--- config.mk ---
export PLATFORM = sky130hd
export DESIGN_NAME = prol16_bus_monitor
export DESIGN_NICKNAME = d
export VERILOG_FILES = /design/src/rtl/prol16_bus_monitor.sv
export SDC_FILE = /design/constraint.sdc
export NUM_CORES = 1
export LEC_CHECK = 0
export CORE_UTILIZATION = 59
export DETAILED_ROUTE_END_ITERATION = 8
export GPL_TIMING_DRIVEN = 0
export PLACE_DENSITY = 0.84
export SYNTH_ARGS = -nofsm -noshare
export SYNTH_HDL_FRONTEND = slang
export SYNTH_SLANG_ARGS = --single-unit
--- constraint.sdc ---
create_clock -name clk -period 17.1 [get_ports clk]
set_input_delay 2.565 -clock clk [delete_from_list [all_inputs] [get_ports clk]]
set_output_delay 2.565 -clock clk [all_outputs]
set_load 0.02 [all_outputs]
--- src/rtl/prol16_bus_monitor.sv ---
// Passive PROL16 memory-bus monitor: rebuilds read/write transactions and queues them for a consumer.
// Latency: close -> FIFO push 1 edge; push into empty FIFO -> txn_valid_o 1 further edge (registered head).
// Backpressure: txn_ready_i low holds the head stable; a push into a full FIFO is dropped and flagged.
module prol16_bus_monitor #(
  parameter int gDataWidth = 16,
  parameter int gFifoDepth = 4,
  parameter int gCntWidth  = 16
) (
  input  logic                  clk,
  input  logic                  rst,
  input  logic [gDataWidth-1:0] mem_addr_i,
  input  logic [gDataWidth-1:0] mem_rdata_i,
  input  logic [gDataWidth-1:0] mem_wdata_i,
  input  logic                  mem_ce_ni,
  input  logic                  mem_oe_ni,
  input  logic                  mem_we_ni,
  input  logic                  illegal_inst_i,
  input  logic                  cpu_halt_i,
  output logic                  txn_valid_o,
  input  logic                  txn_ready_i,
  output logic                  txn_write_o,
  output logic [gDataWidth-1:0] txn_addr_o,
  output logic [gDataWidth-1:0] txn_data_o,
  output logic [gCntWidth-1:0]  rd_count_o,
  output logic [gCntWidth-1:0]  wr_count_o,
  output logic                  overflow_o,
  output logic                  bus_err_o,
  output logic                  halted_o,
  output logic                  illegal_o
);

  // Pointer width and occupancy width (occupancy must reach gFifoDepth itself).
  localparam int PW = (gFifoDepth > 1) ? $clog2(gFifoDepth) : 1;
  localparam int CW = PW + 1;
  localparam logic [CW-1:0]        DEPTH   = CW'(gFifoDepth);
  localparam logic [gCntWidth-1:0] CNT_MAX = '1;

  typedef struct packed {
    logic                  write;
    logic [gDataWidth-1:0] addr;
    logic [gDataWidth-1:0] data;
  } txn_t;

  // ---------------------------------------------------------------------------
  // Bus cycle classification
  // ---------------------------------------------------------------------------
  logic cyc_rd;
  logic cyc_wr;
  logic cyc_err;
  logic cyc_act;

  // Decode the sampled strobes into READ / WRITE / ERR; everything else is idle.
  always_comb begin
    cyc_rd  = ~mem_ce_ni & ~mem_oe_ni &  mem_we_ni;
    cyc_wr  = ~mem_ce_ni &  mem_oe_ni & ~mem_we_ni;
    cyc_err = ~mem_ce_ni & ~mem_oe_ni & ~mem_we_ni;
    cyc_act = cyc_rd | cyc_wr;
  end

  // ---------------------------------------------------------------------------
  // Capture stage: one open transaction
  // ---------------------------------------------------------------------------
  txn_t open_q;
  txn_t open_d;
  txn_t cur_rec;
  logic open_vld_q;
  logic open_vld_d;
  logic same_txn;
  logic close_txn;
  logic halted_q;
  logic halted_d;

  // Decide whether this cycle extends, closes and/or opens a transaction.
  // A halt closes the open record as it stands and blocks any open in the same cycle.
  always_comb begin
    cur_rec.write = cyc_wr;
    cur_rec.addr  = mem_addr_i;
    cur_rec.data  = cyc_wr ? mem_wdata_i : mem_rdata_i;
    same_txn      = open_vld_q & cyc_act & (open_q.write == cyc_wr) &
                    (open_q.addr == mem_addr_i);
    close_txn     = open_vld_q & (~same_txn | cpu_halt_i);
    // Extending and opening both end with the current cycle in the record.
    open_vld_d    = cyc_act & ~halted_q & ~cpu_halt_i;
    open_d        = open_vld_d ? cur_rec : open_q;
    halted_d      = halted_q | cpu_halt_i;
  end

  // Open-record register.
  always_ff @(posedge clk) begin
    if (rst) begin
      open_vld_q <= 1'b0;
      open_q     <= '0;
    end else begin
      open_vld_q <= open_vld_d;
      open_q     <= open_d;
    end
  end

  // ---------------------------------------------------------------------------
  // Counters and sticky status
  // ---------------------------------------------------------------------------
  logic [gCntWidth-1:0] rd_cnt_q;
  logic [gCntWidth-1:0] rd_cnt_d;
  logic [gCntWidth-1:0] wr_cnt_q;
  logic [gCntWidth-1:0] wr_cnt_d;
  logic                 ovf_q;
  logic                 ovf_d;
  logic                 bus_err_q;
  logic                 bus_err_d;
  logic                 illegal_q;
  logic                 illegal_d;
  logic                 drop;

  // Saturating per-kind counters count every closed transaction, dropped or not.
  always_comb begin
    rd_cnt_d  = rd_cnt_q;
    wr_cnt_d  = wr_cnt_q;
    if (close_txn && !open_q.write && (rd_cnt_q != CNT_MAX)) begin
      rd_cnt_d = rd_cnt_q + 1'b1;
    end
    if (close_txn && open_q.write && (wr_cnt_q != CNT_MAX)) begin
      wr_cnt_d = wr_cnt_q + 1'b1;
    end
    ovf_d     = ovf_q | drop;
    bus_err_d = bus_err_q | cyc_err;
    illegal_d = illegal_q | illegal_inst_i;
  end

  // Counter and sticky-flag registers.
  always_ff @(posedge clk) begin
    if (rst) begin
      rd_cnt_q  <= '0;
      wr_cnt_q  <= '0;
      ovf_q     <= 1'b0;
      bus_err_q <= 1'b0;
      illegal_q <= 1'b0;
      halted_q  <= 1'b0;
    end else begin
      rd_cnt_q  <= rd_cnt_d;
      wr_cnt_q  <= wr_cnt_d;
      ovf_q     <= ovf_d;
      bus_err_q <= bus_err_d;
      illegal_q <= illegal_d;
      halted_q  <= halted_d;
    end
  end

  // ---------------------------------------------------------------------------
  // Transaction FIFO with registered head
  // ---------------------------------------------------------------------------
  txn_t          fifo_mem [gFifoDepth];
  logic [PW-1:0] rd_ptr_q;
  logic [PW-1:0] rd_ptr_d;
  logic [PW-1:0] wr_ptr_q;
  logic [PW-1:0] wr_ptr_d;
  logic [CW-1:0] cnt_q;
  logic [CW-1:0] cnt_d;
  logic [CW-1:0] cnt_old;
  logic          pop;
  logic          push_ok;
  txn_t          head_q;
  txn_t          head_d;
  logic          head_vld_q;
  logic          head_vld_d;

  // Occupancy includes the entry shown at the head. The head only presents
  // entries that were already stored before this edge, so a fresh push into an
  // empty FIFO appears one edge later and the head never reads a slot being written.
  always_comb begin
    pop        = head_vld_q & txn_ready_i;
    push_ok    = close_txn & ((cnt_q != DEPTH) | pop);
    drop       = close_txn & ~push_ok;
    rd_ptr_d   = rd_ptr_q + PW'(pop);
    wr_ptr_d   = wr_ptr_q + PW'(push_ok);
    cnt_old    = cnt_q - CW'(pop);
    cnt_d      = cnt_old + CW'(push_ok);
    head_vld_d = (cnt_old != '0);
    head_d     = head_vld_d ? fifo_mem[rd_ptr_d] : head_q;
  end

  // FIFO storage; contents need no reset because the pointers define validity.
  always_ff @(posedge clk) begin
    if (!rst && push_ok) begin
      fifo_mem[wr_ptr_q] <= open_q;
    end
  end

  // FIFO pointers, occupancy and head register.
  always_ff @(posedge clk) begin
    if (rst) begin
      rd_ptr_q   <= '0;
      wr_ptr_q   <= '0;
      cnt_q      <= '0;
      head_vld_q <= 1'b0;
      head_q     <= '0;
    end else begin
      rd_ptr_q   <= rd_ptr_d;
      wr_ptr_q   <= wr_ptr_d;
      cnt_q      <= cnt_d;
      head_vld_q <= head_vld_d;
      head_q     <= head_d;
    end
  end

  assign txn_valid_o = head_vld_q;
  assign txn_write_o = head_q.write;
  assign txn_addr_o  = head_q.addr;
  assign txn_data_o  = head_q.data;
  assign rd_count_o  = rd_cnt_q;
  assign wr_count_o  = wr_cnt_q;
  assign overflow_o  = ovf_q;
  assign bus_err_o   = bus_err_q;
  assign halted_o    = halted_q;
  assign illegal_o   = illegal_q;

endmodule

==> results.json <==
{
  "nets": 997,
  "clk_pin_slew_ps": 60,
  "fmax_ghz": 0.186,
  "die-area_um2": 16900,
  "globalRouteTotalUtil": 0.291,
  "cts_root_buf": "clkbuf_16",
  "critPathCaptureType": "flop",
  "grt_remaining_overflow": 0,
  "final_antenna_net_count": 0,
  "io_pins": 126,
  "yosysWarnings": 0,
  "hold_viol_final": 0,
  "synthArstFlopShare": 0,
  "hpwl_mm": 15.9,
  "grt_pass1_vias": 6952,
  "grt_max_degree": 15,
  "grt_pass1_wl_mm": 36.6,
  "crit_path_start_kind": "input port",
  "avgSynthCellArea_um2": 12.6,
  "gp_congestion": 0.872,
  "synthTopCellsByCount": "132 x edfxtp_1, 117 x nand2_1, 111 x dfxtp_1, 67 x a21oi_1, 47 x nor2_1",
  "critPathMaxFanout": 8,
  "synth_most_common_cell": "edfxtp_1",
  "fin_crit_ps": 5370,
  "cts_buffers": 24,
  "cts_setup_buffers": 0,
  "dr.pass1.iters": 5,
  "finalSetupTns_ps": 0,
  "finalSetupViolCount": 0,
  "finClkSkew_ps": 18.6,
  "antenna_cells": 0,
  "synth_area_leaders": "edfxtp_1 41%, dfxtp_1 23%, mux4_2 7.7%",
  "fillers": 987,
  "synth_top_cell_area_share": 0.410,
  "seq_area_frac_synth": 0.639,
  "cp_data_arrival_time_ps": 5580,
  "dpl.cell_count": 1123,
  "critPathMaxStageDelay_ps": 810,
  "drcViolationCount": 0,
  "cts_tree": "yes",
  "outcome": "finished, final reports clean",
  "routed_wl_mm": 24.2,
  "syn-cell-area_um2": 9670,
  "synthFlopType": "edfxtp_1",
  "crit_required_ps": 17310,
  "area_growth_pct": 25.1,
  "drv_cap": 0,
  "post_cts_resized": 0,
  "portBuffers": 125,
  "worst_slew_pin_slew_ps": 942,
  "cp_common_cell": "buf_4",
  "yosysUniqueCellTypes": 40,
  "num_rows": 46,
  "start_util": 0.607,
  "crit_type": "in2reg",
  "dr.first_iter.drc_count": 550,
  "chipHeight_um": 130,
  "clock-sinks": 243,
  "synth-edff-count": 132,
  "path_cells": "clkdlybuf4s50_1 -> xor2_1 -> nor4_1 -> and4_1 -> nand4_1 -> nand3_1 -> nor4b_2 -> buf_4 -> buf_4",
  "vias_per_cell": 5.92,
  "synth_area_leader_cell": "edfxtp_1",
  "antenna_found_initial": 0,
  "finalMaxSlewViolations": 0,
  "leakagePower_uw": 0.00410,
  "synth_fp_nets": 829,
  "ctsLongestPathBuffers": 3,
  "h-tree-depth": 1,
  "slowest_stage": "nor4b_2",
  "netlist_instances": 765,
  "fin_total_pwr_uw": 1580,
  "instances_no_fill": 1167,
  "core_area_um2": 15900,
  "ir_worst_vdd_mv": 0.101,
  "period_share": 0.314,
  "hp-class": "reg2reg",
  "cts_hold_repair.buffers": 0,
  "drive_gt1_frac": 0.124,
  "power_density_nw_per_um2": 131,
  "final_core_util": 0.759,
  "clk_latency_ps": 510,
  "synth-seq-cells": 243,
  "rsz0062_at_grt": "false",
  "wl_per_cell_um": 20.8,
  "slew_headroom": 0.372,
  "die_w_um": 130,
  "dr_total_vias": 6907
}
-- report_power, final --
| part | internal, uW | switching [uW] | total [uW] |
|---|---|---|---|
| Sequential | 662 | 30.3 | 692 |
| Clock | 278 | 214 | 492 |
| Combinational | 168 | 229 | 397 |
| Total | 1110 | 473 | 1580 |
-- stage by stage --
| stage | hold WS [ps] | cell area (um^2) | worst slack, ps |
|---|---|---|---|
| after floorplan | 455 | 9670 | 9740 |
| after global placement | 437 | 11200 | 6550 |
| after detailed placement | 442 | 11400 | 11230 |
| after CTS | 450 | 12100 | 11750 |
| after global routing | 467 | 12100 | 11600 |
| final | 446 | 12100 | 11730 |
-- flip-flops by register name (all words and copies together), names as in the netlist, 2 cells and up --
signal / flops
cnt_q: 3
fifo_mem: 132
open_q: 33
rd_count_o: 16
rd_ptr_q: 2
txn_addr_o: 16
txn_data_o: 16
wr_count_o: 16
wr_ptr_q: 2
-- metal layers --
metal,up-vias,GRT usage,part of all wire
li1,3147,-,-
met1,3330,0.347,0.37
met2,350,0.523,0.52
met3,80,0.0525,0.073
met4,0,0.114,0.037
met5,-,0,0
-- path summary, 6_finish.rpt --
check	startpoint	end	slack [ps]	depth (start not counted)
worst max-delay path	mem_addr_i[0]	fifo_mem[1][30]$_DFFE_PP_	11730	9
worst min-delay path	txn_addr_o[10]$_SDFFE_PP0P_	txn_addr_o[10]$_SDFFE_PP0P_	450	2
worst max register to register	open_q[28]$_SDFFE_PP0P_	cnt_q[2]$_SDFF_PP0_	13830	10
worst min register to register	txn_addr_o[10]$_SDFFE_PP0P_	txn_addr_o[10]$_SDFFE_PP0P_	450	2
-- cell type report --
cell class | instances | area (um^2) | area share
inverter | 8 | 30.0 | 0.00248
tap | 216 | 270 | 0.0223
clock inverter | 9 | 50.0 | 0.00413
multi-input combinational | 466 | 3270 | 0.270
sequential | 243 | 6190 | 0.511
buffer | 48 | 215 | 0.0178
clock buffer | 35 | 683 | 0.0564
timing repair buffer | 142 | 1410 | 0.116
-- logic make-up after synthesis --
| family | count (synthesis) | synth area share |
|---|---|---|
| muxes | 62 | 0.108 |
| adders and majority gates | 8 | 0.0103 |
| and+or+nand+nor | 268 | 0.132 |
| AOI/OAI and AO/OA | 106 | 0.0647 |
| xor gates and xnor gates | 22 | 0.0199 |
| buffers and inverters | 56 | 0.0253 |
| DFF | 243 | 0.639 |
-- critical path: cells and delay by family --
kind,cells,cell delay (ps)
AND/OR/NAND/NOR,5,1720
buffers and inverters,3,1080
XOR/XNOR,1,210
-- placed cells by master (no fill, tap or decap), types with 6 or more instances in the layout --
cell and n:
a211oi_1 16, inv_1 8, nor3_1 10, buf_4 13, clkbuf_1 38, nor4_1 9, mux2_2 12, edfxtp_1 132
or3_1 6, nand3_1 13, mux2i_1 17, nand2_1 117, clkinv_2 6, xor2_1 12, clkbuf_16 25, nor2_1 47
buf_2 10, mux4_2 33, nand4_1 11, or4_1 11, dfxtp_1 111, clkdlybuf4s50_1 125, and3_1 8, a21oi_1 67
o31ai_1 12, nor2b_1 16, ha_1 8, xnor2_1 10
Note: power is estimated with default switching activity, not from simulation.
